--- config.mk ---
export PLATFORM = sky130hd
export DESIGN_NAME = regfile_mp
export DESIGN_NICKNAME = d
export VERILOG_FILES = /design/src/rtl/regfile_mp.sv
export SDC_FILE = /design/constraint.sdc
export NUM_CORES = 2
export LEC_CHECK = 0
export BUFFER_PORTS_ARGS = -buffer_cell sky130_fd_sc_hd__buf_4
export CAP_MARGIN = 20
export CORE_MARGIN = 1.5
export CORE_UTILIZATION = 45
export CTS_CLUSTER_DIAMETER = 60
export DETAILED_ROUTE_END_ITERATION = 12
export GPL_TIMING_DRIVEN = 1
export PLACE_DENSITY_LB_ADDON = 0.15
export SLEW_MARGIN = 10
export SYNTH_ARGS = -nofsm -noshare
export SYNTH_HDL_FRONTEND = slang
export SYNTH_SLANG_ARGS = --single-unit
--- constraint.sdc ---
create_clock -name clk -period 5.5 [get_ports clk]
set_clock_uncertainty 0.15 [all_clocks]
set_input_delay 0.55 -clock clk [delete_from_list [all_inputs] [get_ports clk]]
set_output_delay 0.55 -clock clk [all_outputs]
set_load 0.03 [all_outputs]
--- src/rtl/regfile_mp.sv ---
// regfile_mp: multi-read-port register file with write bypass, sweep clear and a debug access port
module regfile_mp #(
  parameter int DATA_WIDTH = 32,
  parameter int ADDR_WIDTH = 5,
  parameter int NUM_RPORTS = 2,
  parameter int BYPASS     = 1
) (
  input  logic                             clk,
  input  logic                             i_rst,
  input  logic [NUM_RPORTS*ADDR_WIDTH-1:0] i_raddr,
  output logic [NUM_RPORTS*DATA_WIDTH-1:0] o_rdata,
  input  logic [ADDR_WIDTH-1:0]            i_waddr,
  input  logic [DATA_WIDTH-1:0]            i_wdata,
  input  logic                             i_wen,
  input  logic                             i_clr_req,
  output logic                             o_busy,
  input  logic                             i_dbg_req,
  input  logic                             i_dbg_we,
  input  logic [ADDR_WIDTH-1:0]            i_dbg_addr,
  input  logic [DATA_WIDTH-1:0]            i_dbg_wdata,
  output logic [DATA_WIDTH-1:0]            o_dbg_rdata,
  output logic                             o_dbg_ack
);
  localparam int DEPTH = 1 << ADDR_WIDTH;
  localparam logic [1:0] IDLE = 2'd0, CLEAR = 2'd1, DBG_ACK = 2'd2;
  logic [1:0]            state_q, state_d;
  logic [ADDR_WIDTH-1:0] cnt_q, cnt_d;
  logic [DATA_WIDTH-1:0] dbg_rdata_q, dbg_rdata_d;
  logic [DATA_WIDTH-1:0] mem_q [DEPTH];
  logic [DATA_WIDTH-1:0] mem_d [DEPTH];
  logic idle, pipe_we, dbg_take, dbg_we;
  assign idle     = state_q == IDLE;
  assign pipe_we  = i_wen && state_q != CLEAR && i_waddr != '0;
  assign dbg_take = idle && !i_clr_req && i_dbg_req;
  // a same-cycle pipeline write to the debug target wins over the debug write
  assign dbg_we   = dbg_take && i_dbg_we && i_dbg_addr != '0 && !(i_wen && i_waddr == i_dbg_addr);
  assign o_busy      = state_q == CLEAR;
  assign o_dbg_ack   = state_q == DBG_ACK;
  assign o_dbg_rdata = dbg_rdata_q;
  always_comb begin
    mem_d = mem_q;
    if (pipe_we) mem_d[i_waddr] = i_wdata;
    if (dbg_we) mem_d[i_dbg_addr] = i_dbg_wdata;
    if (state_q == CLEAR) mem_d[cnt_q] = '0;
    mem_d[0] = '0;
  end
  always_comb begin
    state_d     = state_q;
    cnt_d       = cnt_q;
    dbg_rdata_d = dbg_rdata_q;
    if (idle) begin
      state_d = i_clr_req ? CLEAR : i_dbg_req ? DBG_ACK : IDLE;
      cnt_d   = i_clr_req ? ADDR_WIDTH'(1) : cnt_q;
      if (dbg_take && !i_dbg_we) dbg_rdata_d = i_dbg_addr == '0 ? '0 : mem_q[i_dbg_addr];
    end else if (state_q == CLEAR) begin
      state_d = cnt_q == '1 ? IDLE : CLEAR;
      cnt_d   = cnt_q + ADDR_WIDTH'(1);
    end else begin
      state_d = IDLE;
    end
  end
  always_ff @(posedge clk) begin
    if (i_rst) begin
      state_q     <= IDLE;
      cnt_q       <= '0;
      dbg_rdata_q <= '0;
      mem_q       <= '{default: '0};
    end else begin
      state_q     <= state_d;
      cnt_q       <= cnt_d;
      dbg_rdata_q <= dbg_rdata_d;
      mem_q       <= mem_d;
    end
  end
  for (genvar k = 0; k < NUM_RPORTS; k++) begin : g_rd
    logic [ADDR_WIDTH-1:0] a;
    assign a = i_raddr[k*ADDR_WIDTH +: ADDR_WIDTH];
    assign o_rdata[k*DATA_WIDTH +: DATA_WIDTH] = a == '0 ? '0 :
      (BYPASS != 0 && i_wen && idle && i_waddr == a) ? i_wdata : mem_q[a];
  end
endmodule

==> Flow_metrics.wiki <==
{| class="wikitable"
! Metric !! Value
|-
| Most common library cells after synthesis || 1188 x nor2_1, 1136 x mux2i_1, 1031 x dfxtp_1
|-
| Mapped cell area || about 70000 um2
|-
| Maximum number of pins on one net before global-route repair || between 90 and 100
|-
| CTS Root Cell || clkbuf_16
|-
| IO Port Bufs || between 150 and 200
|-
| TritonCTS clock tree || yes
|-
| Setup crit end kind || output pin
|-
| Reported leakage power || between 20 and 30 nW
|-
| Worst reg2reg path startpoint || state_q[1]
|-
| Top cell type's share of synthesized area || 29.3%
|-
| Area occupied by multi-input gates || 45800 um2
|-
| Antenna-violating nets left || 0
|-
| H-Tree Level Count || 4
|-
| Largest vdd supply drop || around 290 uV
|-
| Height of the die || roughly 400 um
|-
| Placed wire-length estimate after detailed placement || 213000 um
|-
| Detail-routed net length per standard cell || roughly 41 um
|-
| Share of async-settable or async-resettable flops after synthesis || 0%
|-
| Final #Nets || about 6700
|-
| Number of max-slew violations in the final report || 0
|-
| Sequential standard cell area || slightly above 20000 um2
|-
| DRT Pass-1 Iters || 8
|-
| First-pass GRT wire length || roughly 500000 um
|-
| Critical path origin || i_raddr[9]
|-
| Layout overhead on the synthesized area || 9.60%
|-
| Synth area leaders || dfxtp_1 29%, mux4_2 20%, mux2i_1 16%
|-
| CP Data Arrival Time || 4.27 ns
|-
| Most repeated cell in the gate-level netlist after synthesis || nor2_1
|-
| Top flip-flop cell by instance count after synthesis || dfxtp_1
|-
| Peak fanout along the critical path || 33
|-
| Clock Latency Late Sink || slightly above 0.8 ns
|-
| Vias in the first global route || 62100
|-
| Fraction of the cycle the final worst path needs || around 90%
|-
| Startpoint type of the worst setup path || primary input
|-
| Normalized max-slew margin || 12.8%
|-
| Buffer count from post-CTS setup fixing || 0
|-
| Number of sinks driven by the clock tree || about 1000
|-
| DIE WIDTH || between 300 and 400 um
|-
| Die Area || 159000 um2
|-
| Cell accounting for the most synthesized area || dfxtp_1
|-
| Number of buffer and inverter stages on the critical path || 2
|-
| Total GRT Usage || between 40% and 50%
|-
| Least-Margin Pin Slew || 1.30 ns
|-
| Slowest stage cell on the critical path || or2_4
|-
| Worst reg2reg path depth || 6
|-
| Netlist cell types || 67
|-
| Antenna violations before repair || 36
|-
| RSZ-0062 raised after global routing || no
|-
| Mapped Cells || roughly 7000
|-
| Shortest clock period the worst path allows after layout || roughly 5.0 ns
|-
| Post-Route WL || 363000 um
|-
| Final Power || between 15 and 20 mW
|-
| Fill cell total of the finished layout || 14000
|-
| Kind of critical path || in2out
|-
| Worst min-delay path category || in2reg
|-
| Number of endpoints failing setup at the final stage || 0
|-
| Crit path depth || 7
|-
| Vias after detailed routing || 67100
|-
| DRC violations left || 0
|-
| Io pins || ~190
|-
| Hold violation total from the final report || 0
|-
| Routability-driven placement congestion ratio || 0.981
|-
| Avg Cell Area, Syn || between 9 and 10 um2
|-
| Endpoint of the most critical setup path || o_rdata[39]
|-
| Area inside the core boundary || 156000 um2
|-
| Peak Freq || roughly 0.20 GHz
|-
| Clock transition at the registers of the reported paths || about 0.060 ns
|-
| Warning count from the yosys run || 0
|-
| Share of final-layout standard cells stronger than drive strength 1 || around 22%
|-
| Initial core utilization || a little under half
|-
| Starting DRT DRC Count || about 11000
|-
| Deepest clock path buffer count || 3
|-
| Per-cell via count in the routed design || approximately 7.6
|-
| Outcome || completed
|-
| Standard-cell rows || 145
|-
| Critical path, cell by cell || buf_4 -> or2_4 -> o2111ai_1 -> a21oi_1 -> nor3_1 -> nor3_1 -> buf_4
|-
| Critical path's top delay family || simple AND/OR/NAND/NOR gates
|-
| Residual overflow from global routing || 0
|-
| Slowest cell delay on critical path || between 0.9 and 1 ns
|-
| Reg2reg end || mem_q[841]
|-
| Register-to-register path setup slack || about 1.7 ns
|-
| Net Count, Synth || between 7000 and 8000
|-
| Seq cells post-synth || around 1000
|-
| Endpoint required time on the critical path || about 4.8 ns
|-
| Number of enable-type register cells in the synthesized netlist || 0
|-
| Setup TNS Final || 0 ns
|-
| Sequential cell area fraction in the yosys report || 29.3%
|-
| Max_cap viols || 0
|-
| Power density cells || about 250 nW/um2
|-
| Total CTS buffers || about 140
|}
==> flip-flops by register name (all words and copies together) (netlist names) <==
| signal | flops |
|---|---|
| o_dbg_rdata | 32 |
| mem_q | 992 |
| cnt_q | 5 |
| state_q | 2 |
==> where the power goes <==
part           internal, mW  switching (mW)  leakage [nW]  total (mW)
registers              7.54          0.0730          8.31        7.61
logic                 0.708            1.92          15.7        2.63
clock network          5.44            3.85          2.24        9.29
total                  13.7            5.85          26.2        19.5
==> worst reg2reg max path, cell delays in order (launching register included) <==
cell and delay, ns:
dfxtp_1 0.56, nand2b_2 0.32, nand4b_1 0.83, nor2_4 0.30, buf_4 0.93, mux2i_1 0.25
a211oi_1 0.30
==> worst min-delay path by stage <==
| stage | startpoint | endpoint | slack, ns | depth (start not counted) |
|---|---|---|---|---|
| 5_1_grt | i_dbg_wdata[20] | mem_q[500] | 0.08 | 3 |
| 2_1_floorplan | cnt_q[1] | cnt_q[1] | 0.39 | 2 |
| 3_5_place_dp | o_dbg_rdata[31] | o_dbg_rdata[31] | 0.29 | 2 |
| 3_3_place_gp | o_dbg_rdata[31] | o_dbg_rdata[31] | 0.29 | 2 |
| 4_1_cts | i_dbg_wdata[20] | mem_q[788] | 0.02 | 3 |
| 6_report | i_dbg_wdata[20] | mem_q[372] | 0.06 | 3 |
==> cells in the final DEF (no fill, tap or decap), drive strengths merged, types with 39 or more instances in the layout <==
master / instances
clkbuf: 196
mux4: 630
nor2: 1212
a22oi: 158
a21oi: 81
o22ai: 91
a221oi: 55
inv: 39
buf: 399
dfxtp: 1031
a211oi: 1019
nor3: 74
o21ai: 41
nand2: 120
mux2i: 1136
mux2: 96
==> metal layers <==
layer  GRT usage (%)  vias up  share of wire, %
met5           0.121        -             0.068
met4            34.2       32               9.2
met3            19.7     1804                15
met2            60.9     6085                40
met1            54.5    32900                35
li1                -    26300                 -
==> cell families after synthesis <==
logic type                 count (synthesis)  share of synthesized area, %
xor gates and xnor gates                  15                         0.186
buffers and inverters                    976                          6.27
DFF                                     1031                          29.3
muxes                                   1862                          37.8
adders and majority gates                  5                        0.0888
and+or+nand+nor                         1612                          10.1
AOI/OAI and AO/OA                       1545                          16.2
==> repair_timing <==
| item | 4_1_cts | 5_1_grt |
|---|---|---|
| hold buffers | 2 | 0 |
| hold endpoints to repair | 1 | 0 |
| gates resized for setup | 0 | 0 |
==> cell type report <==
| type | instances | area share, % |
|---|---|---|
| clock buffer | 196 | 5.22 |
| multi-input combinational | 5039 | 59.4 |
| inverter | 29 | 0.141 |
| clock inverter | 50 | 0.679 |
| sequential | 1031 | 26.7 |
| antenna | 25 | 0.0810 |
| timing repair buffer | 401 | 4.45 |
| tap | 2058 | 3.33 |
==> per-stage QoR <==
stage               std cells  area [um2]  setup WS (ns)  util (%)  hold slack (ns)
global route             8809       77200          0.650      49.5           0.0757
CTS                      8800       77100          0.849      49.4           0.0210
global placement         8549       72400          0.842      46.5            0.290
finish                   8829       77200          0.531      49.5           0.0648
detailed placement       8552       72500          0.852      46.5            0.295
floorplan                7046       70500           2.14         -            0.388
Power figures use the tool's default switching activity.
